<file path="src/rtl/serial_addsub_if.sv">
// Request/response bundle for serial_addsub: operands and start in, status and result out.
// start is a single-cycle request, taken only when the unit is idle or presenting done.
interface serial_addsub_if #(
  parameter int WIDTH = 8
);
  logic             start;
  logic             mode;
  logic [WIDTH-1:0] a;
  logic [WIDTH-1:0] b;
  logic             c;
  logic             busy;
  logic             done;
  logic [WIDTH-1:0] result;
  logic             cout;
  logic             ovf;
  logic [1:0]       fsm_state;

  modport master (
    output start, mode, a, b, c,
    input  busy, done, result, cout, ovf, fsm_state
  );

  modport slave (
    input  start, mode, a, b, c,
    output busy, done, result, cout, ovf, fsm_state
  );
endinterface

</file>
<file path="src/rtl/serial_addsub.sv">
// Multi-cycle add/subtract: BITS_PER_CYCLE bits per clock, LSB chunk first, through a
// chained full-adder slice; result/cout/ovf presented on a one-cycle done strobe.
module serial_addsub #(
  parameter int WIDTH          = 8,
  parameter int BITS_PER_CYCLE = 1
) (
  input logic           clk,
  input logic           rst_n,
  serial_addsub_if.slave bus
);
  localparam int N  = WIDTH / BITS_PER_CYCLE;
  localparam int CW = (N > 1) ? $clog2(N) : 1;

  if (WIDTH < 2 || BITS_PER_CYCLE < 1 || (WIDTH % BITS_PER_CYCLE) != 0) begin : g_bad_params
    $error("serial_addsub: WIDTH must be >= 2 and divisible by BITS_PER_CYCLE");
  end

  typedef enum logic [1:0] {
    IDLE = 2'd0,
    RUN  = 2'd1,
    DONE = 2'd2
  } state_t;

  state_t              state;
  logic [CW-1:0]       cnt;
  logic [WIDTH-1:0]    a_q;
  logic [WIDTH-1:0]    b_q;
  logic                cy;
  logic                mode_q;
  logic                busy_q;
  logic                done_q;
  logic [WIDTH-1:0]    result_q;
  logic                cout_q;
  logic                ovf_q;

  logic [BITS_PER_CYCLE-1:0] ac;
  logic [BITS_PER_CYCLE-1:0] bc;
  logic [BITS_PER_CYCLE-1:0] sum;
  logic                      chain;
  logic                      c_msb;
  logic                      last;

  assign ac   = a_q[BITS_PER_CYCLE-1:0];
  assign bc   = b_q[BITS_PER_CYCLE-1:0];
  assign last = (cnt == CW'(N - 1));

  // c_msb ends as the carry into the top bit of the chunk; on the final chunk that is the MSB.
  always_comb begin
    chain = cy;
    c_msb = cy;
    sum   = '0;
    for (int i = 0; i < BITS_PER_CYCLE; i++) begin
      c_msb  = chain;
      sum[i] = ac[i] ^ bc[i] ^ chain;
      chain  = (ac[i] & bc[i]) | (chain & (ac[i] ^ bc[i]));
    end
  end

  // Operands shift down one chunk per cycle and result fills from the top, so after N
  // chunks every bit sits at its own position without indexed writes.
  always_ff @(posedge clk or negedge rst_n) begin
    if (!rst_n) begin
      state    <= IDLE;
      cnt      <= '0;
      a_q      <= '0;
      b_q      <= '0;
      cy       <= 1'b0;
      mode_q   <= 1'b0;
      busy_q   <= 1'b0;
      done_q   <= 1'b0;
      result_q <= '0;
      cout_q   <= 1'b0;
      ovf_q    <= 1'b0;
    end else begin
      done_q <= 1'b0;
      case (state)
        IDLE, DONE: begin
          if (bus.start) begin
            mode_q <= bus.mode;
            a_q    <= bus.a;
            b_q    <= bus.mode ? ~bus.b : bus.b;
            cy     <= bus.mode ? ~bus.c : bus.c;
            cnt    <= '0;
            busy_q <= 1'b1;
            state  <= RUN;
          end else begin
            state <= IDLE;
          end
        end
        RUN: begin
          result_q <= WIDTH'({sum, result_q} >> BITS_PER_CYCLE);
          a_q      <= a_q >> BITS_PER_CYCLE;
          b_q      <= b_q >> BITS_PER_CYCLE;
          cy       <= chain;
          cnt      <= cnt + CW'(1);
          if (last) begin
            cout_q <= mode_q ? ~chain : chain;
            ovf_q  <= c_msb ^ chain;
            cnt    <= '0;
            busy_q <= 1'b0;
            done_q <= 1'b1;
            state  <= DONE;
          end
        end
        default: state <= IDLE;
      endcase
    end
  end

  assign bus.busy      = busy_q;
  assign bus.done      = done_q;
  assign bus.result    = result_q;
  assign bus.cout      = cout_q;
  assign bus.ovf       = ovf_q;
  assign bus.fsm_state = state;
endmodule

</file>
<file path="src/flat_wrapper.sv">
// flat-port wrapper written by rule: the top's interface ports become plain ports
module serial_addsub_flat 
#(
  parameter int WIDTH          = 8,
  parameter int BITS_PER_CYCLE = 1
)
  (clk, rst_n, bus_start, bus_mode, bus_a, bus_b, bus_c, bus_busy, bus_done, bus_result, bus_cout, bus_ovf, bus_fsm_state);
  serial_addsub_if #(.WIDTH(WIDTH)) bus_i ();
  input logic clk;
  input logic rst_n;
  input wire logic [$bits(bus_i.start)-1:0] bus_start;
  input wire logic [$bits(bus_i.mode)-1:0] bus_mode;
  input wire logic [$bits(bus_i.a)-1:0] bus_a;
  input wire logic [$bits(bus_i.b)-1:0] bus_b;
  input wire logic [$bits(bus_i.c)-1:0] bus_c;
  output wire logic [$bits(bus_i.busy)-1:0] bus_busy;
  output wire logic [$bits(bus_i.done)-1:0] bus_done;
  output wire logic [$bits(bus_i.result)-1:0] bus_result;
  output wire logic [$bits(bus_i.cout)-1:0] bus_cout;
  output wire logic [$bits(bus_i.ovf)-1:0] bus_ovf;
  output wire logic [$bits(bus_i.fsm_state)-1:0] bus_fsm_state;
  assign bus_i.start = bus_start;
  assign bus_i.mode = bus_mode;
  assign bus_i.a = bus_a;
  assign bus_i.b = bus_b;
  assign bus_i.c = bus_c;
  assign bus_busy = bus_i.busy;
  assign bus_done = bus_i.done;
  assign bus_result = bus_i.result;
  assign bus_cout = bus_i.cout;
  assign bus_ovf = bus_i.ovf;
  assign bus_fsm_state = bus_i.fsm_state;
  serial_addsub #(.WIDTH(WIDTH), .BITS_PER_CYCLE(BITS_PER_CYCLE)) u_core (.clk(clk), .rst_n(rst_n), .bus(bus_i));
endmodule
</file>
<file path="config.mk">
export PLATFORM = sky130hd
export DESIGN_NAME = serial_addsub_flat
export DESIGN_NICKNAME = d
export VERILOG_FILES = /design/src/rtl/serial_addsub_if.sv /design/src/rtl/serial_addsub.sv /design/src/flat_wrapper.sv
export SDC_FILE = /design/constraint.sdc
export NUM_CORES = 1
export LEC_CHECK = 0
export CAP_MARGIN = 0
export CELL_PAD_IN_SITES_DETAIL_PLACEMENT = 1
export CELL_PAD_IN_SITES_GLOBAL_PLACEMENT = 1
export CORE_AREA = 2 2 71 73
export DETAILED_ROUTE_END_ITERATION = 8
export DIE_AREA = 0 0 73 75
export GPL_ROUTABILITY_DRIVEN = 1
export PLACE_DENSITY = 0.76
export SKIP_CTS_REPAIR_TIMING = 1
export SYNTH_ARGS = -nofsm -noshare
export SYNTH_HDL_FRONTEND = slang
export SYNTH_SLANG_ARGS = --single-unit
</file>
<file path="constraint.sdc">
create_clock -name clk -period 1.3 [get_ports clk]
set_input_delay 0.13 -clock clk [delete_from_list [all_inputs] [get_ports clk]]
set_output_delay 0.13 -clock clk [all_outputs]
set_load 0.02 [all_outputs]
</file>
==> flow_results.org <==
** Global route
- After global routing the overflow that remains totals 0.
- Global routing consumed, over all layers together, 15.09% of the routing resources.
- Antenna violations before repair :: 0
- Vias in the first global route :: 1261
- Entering global routing, the biggest net connects 36 pins.
- The first global-routing pass estimated 6.058 mm of wire.

** Power
- Highest ir drop seen on vdd :: 0.0008710 V
- In this run the power density over the cells is 2387 mW/mm^2.
- Static leakage power :: 1.192 nW

** Clock network
- The later pin in the worst-skew pair is clocked with a latency of 0.29 ns.
- Clock sinks :: 35
- H-tree levels :: 2
- Counting along the longest clock path gives a buffer depth of 2.
- Root buffer cell :: sky130_fd_sc_hd__clkbuf_8
- TritonCTS clock tree :: yes
- The number of clock buffers added by TritonCTS is 5.
- Clock transition at the registers of the reported paths :: 0.07 ns

** Setup path
- Required @ worst endpoint :: 1.47 ns
- The worst setup path is of the flip-flop to flip-flop kind.
- Launch point of the critical path :: u_core.bus.fsm_state[0]
- WP data arrival :: 1.46 ns
- CP bufs+invs :: 1
- Worst reg2reg path depth :: 3
- In this design, the largest share of critical-path delay is due to flip-flops.
- For flop-to-flop paths, the worst setup slack is 0.01 ns.
- In this run the critical register-to-register path is captured at u_core.c_msb.
- The startpoint identified for the worst register-to-register timing path is u_core.bus.fsm_state[0].
- The critical path runs through a total of 3 cells.
- Last element of the critical path :: u_core.c_msb
- In this run the worst path has a maximum fanout of 8.
- Largest stage delay on the critical path :: 0.43 ns
- STA classifies the critical path endpoint as a flip-flop.
- Critical-path top delay cell :: sky130_fd_sc_hd__dfrtp_2
- The worst setup path is launched from a flip-flop.
- Critical-path cell list :: and2b_2 > buf_6 > a221o_1

** Drt
- Via density per instance :: 4.908
- Wire per inst :: 15.20 microns
- Number of DRC violations after detailed routing :: 0
- Antenna violation net count after detailed routing :: 0
- Routed Wire Length :: 3.785 mm
- Detailed routing inserted a total of 1222 vias.
- For this run, the detailed router's first-pass iteration total came to 4.
- After the first detailed-routing iteration, the DRC count stood at 39.

** Floorplan
- Number of placement rows :: 25
- The region available for standard cell placement spans 0.004661 sq mm.
- Number of I/O pins :: 35
- Floorplan die height :: 75 microns
- Area of the die :: 0.005475 sq mm
- Horizontal extent of the die :: 73 microns
- Initial Util :: 33.05%

** Cells and area
- Area growth from synthesis to layout :: 45.25%
- Layout Nets :: 218
- Cells with a size suffix above 1 make up 19.49% of the layout.
- The number of antenna diodes in the final layout is 0.
- Area of all placed cells without fillers :: 0.002237 sq mm
- Once layout is complete, the utilization of the core stands at 48.00%.

** Hold path
- Hold Crit Class :: primary input to asynchronous set/reset pin

** Yosys
- In this run, synthesis produced a sequential element count of 35.
- Synthesis warning total :: 0
- Summing every instance area after synthesis gives 0.001540 sq mm.
- The cell count after synthesis came out at 144.
- Counting every net in the synthesized netlist gives 168.
- Seq/Total Area, Yosys :: 56.86%
- Synthesis instantiated 23 different standard cells from the library.
- Mean instance size in the synthesized netlist :: 10.70 sq um

** Place
- RD Place Congestion :: 0.7819
- The placed instances occupy a cell area of 0.002002 sq mm.
- HPWL after detailed placement :: 2.777 mm
- Buffers added on ports :: 34
- Before CTS, the worst setup slack after placement is -0.07766 ns.

** STA
- Pin slew with the least headroom to its limit :: 0.3360 ns
- Setup violations remaining at the end of the flow were counted as 0.
- The final-report hold violation count came to 0.
- The routed design could run at a clock period as short as 1.286 ns.
- Setup repair after global routing could not meet its margin everywhere.
- Max frequency :: 777.3 MHz
- In the post-route analysis, the smallest setup slack over all paths is 0.01355 ns.
- Worst clock skew on the final layout :: 0.01264 ns
- Max-slew violation count :: 0
- Measured against its own limit, the worst slew margin works out to 77.55%.
- After layout, the worst path uses 98.96% of the clock period.
- The tightest hold path in the finished design has a slack of 0.2109 ns.

** Outcome
- Status :: completed

** Run
- Across the run, the number of max-cap violations was 0.
-- cells in the final DEF (no fill, tap or decap) --
cell type                         instances
sky130_fd_sc_hd__fa_2                     1
sky130_fd_sc_hd__o21ai_1                  3
sky130_fd_sc_hd__nor2_4                   1
sky130_fd_sc_hd__a22oi_2                  4
sky130_fd_sc_hd__ha_4                     2
sky130_fd_sc_hd__nor3_1                   1
sky130_fd_sc_hd__buf_6                    1
sky130_fd_sc_hd__clkdlybuf4s50_1         20
sky130_fd_sc_hd__dfrtp_1                 33
sky130_fd_sc_hd__dlymetal6s2s_1          14
sky130_fd_sc_hd__and2b_2                  2
sky130_fd_sc_hd__buf_4                   17
sky130_fd_sc_hd__xnor2_1                 10
sky130_fd_sc_hd__bufinv_16                1
sky130_fd_sc_hd__nand3_1                  7
sky130_fd_sc_hd__a21o_1                   1
sky130_fd_sc_hd__a22o_1                   4
sky130_fd_sc_hd__dfrtp_2                  2
sky130_fd_sc_hd__nand2b_2                 1
sky130_fd_sc_hd__xor2_1                   1
sky130_fd_sc_hd__nor2_1                   8
sky130_fd_sc_hd__nand3b_1                 1
sky130_fd_sc_hd__a22oi_1                  3
sky130_fd_sc_hd__a221o_1                  8
sky130_fd_sc_hd__clkbuf_1                 2
sky130_fd_sc_hd__inv_1                    2
sky130_fd_sc_hd__nand2_1                 38
sky130_fd_sc_hd__clkbuf_8                 5
sky130_fd_sc_hd__buf_12                   1
sky130_fd_sc_hd__nand2b_1                 1
-- how the worst min path moves through the flow --
| stage | endpoint | slack, ns | depth (start not counted) | from |
|---|---|---|---|---|
| 5_1_grt | u_core.cnt[2] | 0.24 | 2 | rst_n |
| 6_report | u_core.b_q[7] | 0.21 | 2 | rst_n |
| 2_1_floorplan | u_core.a_q[0] | -0.17 | 0 | rst_n |
| 3_5_place_dp | u_core.bus.result[0] | 0.48 | 2 | u_core.bus.result[0] |
| 3_3_place_gp | u_core.bus.result[0] | 0.46 | 2 | u_core.bus.result[0] |
| 4_1_cts | u_core.bus.fsm_state[1] | 0.21 | 2 | rst_n |
-- layout make-up --
cell class | instances | area [sq um]
fillers | 507 | 2424
repair buffers | 53 | 534.3
well taps | 54 | 67.56
inverters | 2 | 7.507
multi-input cells | 97 | 643.1
clock buffers | 7 | 76.32
clock inverters | 1 | 30.03
flip-flops and latches | 35 | 878.3
-- routing by layer --
| layer | global-route usage, % | wire [microns] |
|---|---|---|
| met5 | 0 | 0 |
| met1 | 17.58 | 1604 |
| met4 | 7.819 | 65 |
| met2 | 25.23 | 1912 |
| met3 | 4.552 | 203 |
-- registers in the layout, indices dropped and copies added (netlist names), 2 cells and up --
signal,flops
u_core.cnt,3
u_core.bus.result,8
u_core.bus.fsm_state,2
u_core.a_q,8
u_core.b_q,8
-- kinds of logic after synthesis --
group,after synthesis,synth area share (%)
fa+ha+maj,3,2.924
flops,35,56.86
buf+inv,12,4.793
simple gates,60,16.82
compound gates,23,12.35
xor+xnor,11,6.255
-- synth_stat cells --
cell type / instances / share of area [%]
sky130_fd_sc_hd__inv_1: 2 / 0.49
sky130_fd_sc_hd__nor2_4: 1 / 0.73
sky130_fd_sc_hd__nor2_1: 8 / 1.9
sky130_fd_sc_hd__nand2b_1: 2 / 0.81
sky130_fd_sc_hd__nand3b_1: 1 / 0.49
sky130_fd_sc_hd__ha_1: 2 / 1.6
sky130_fd_sc_hd__nand2_1: 38 / 9.3
sky130_fd_sc_hd__a22o_1: 4 / 2.3
sky130_fd_sc_hd__dfrtp_1: 35 / 57
sky130_fd_sc_hd__a22oi_1: 7 / 3.4
sky130_fd_sc_hd__a221o_1: 8 / 5.2
sky130_fd_sc_hd__nand3_1: 7 / 2.3
sky130_fd_sc_hd__nor3_1: 1 / 0.32
sky130_fd_sc_hd__clkbuf_1: 2 / 0.49
sky130_fd_sc_hd__xor2_1: 1 / 0.57
sky130_fd_sc_hd__a21o_1: 1 / 0.49
sky130_fd_sc_hd__xnor2_1: 10 / 5.7
sky130_fd_sc_hd__buf_2: 5 / 1.6
sky130_fd_sc_hd__o21ai_1: 1 / 0.32
sky130_fd_sc_hd__o21ai_0: 2 / 0.65
sky130_fd_sc_hd__buf_6: 3 / 2.2
sky130_fd_sc_hd__fa_1: 1 / 1.3
sky130_fd_sc_hd__and2b_1: 2 / 0.97
-- report_power, final --
| group | total, mW | internal [mW] | switching [mW] |
|---|---|---|---|
| Combinational | 2.45 | 1.23 | 1.21 |
| Clock | 0.961 | 0.574 | 0.387 |
| Sequential | 1.93 | 1.58 | 0.353 |
-- through the flow --
stage / TNS (ns) / cells / total power [mW]
5_1_grt: -0.1215 / 249 / 5.756
4_1_cts: -2.137 / 244 / 5.176
2_1_floorplan: -0.1855 / 144 / 3.304
3_3_place_gp: -0.2727 / 236 / 4.026
6_report: 0 / 249 / 5.339
3_5_place_dp: -0.8455 / 236 / 4.211
(Power assumes the default switching activity.)
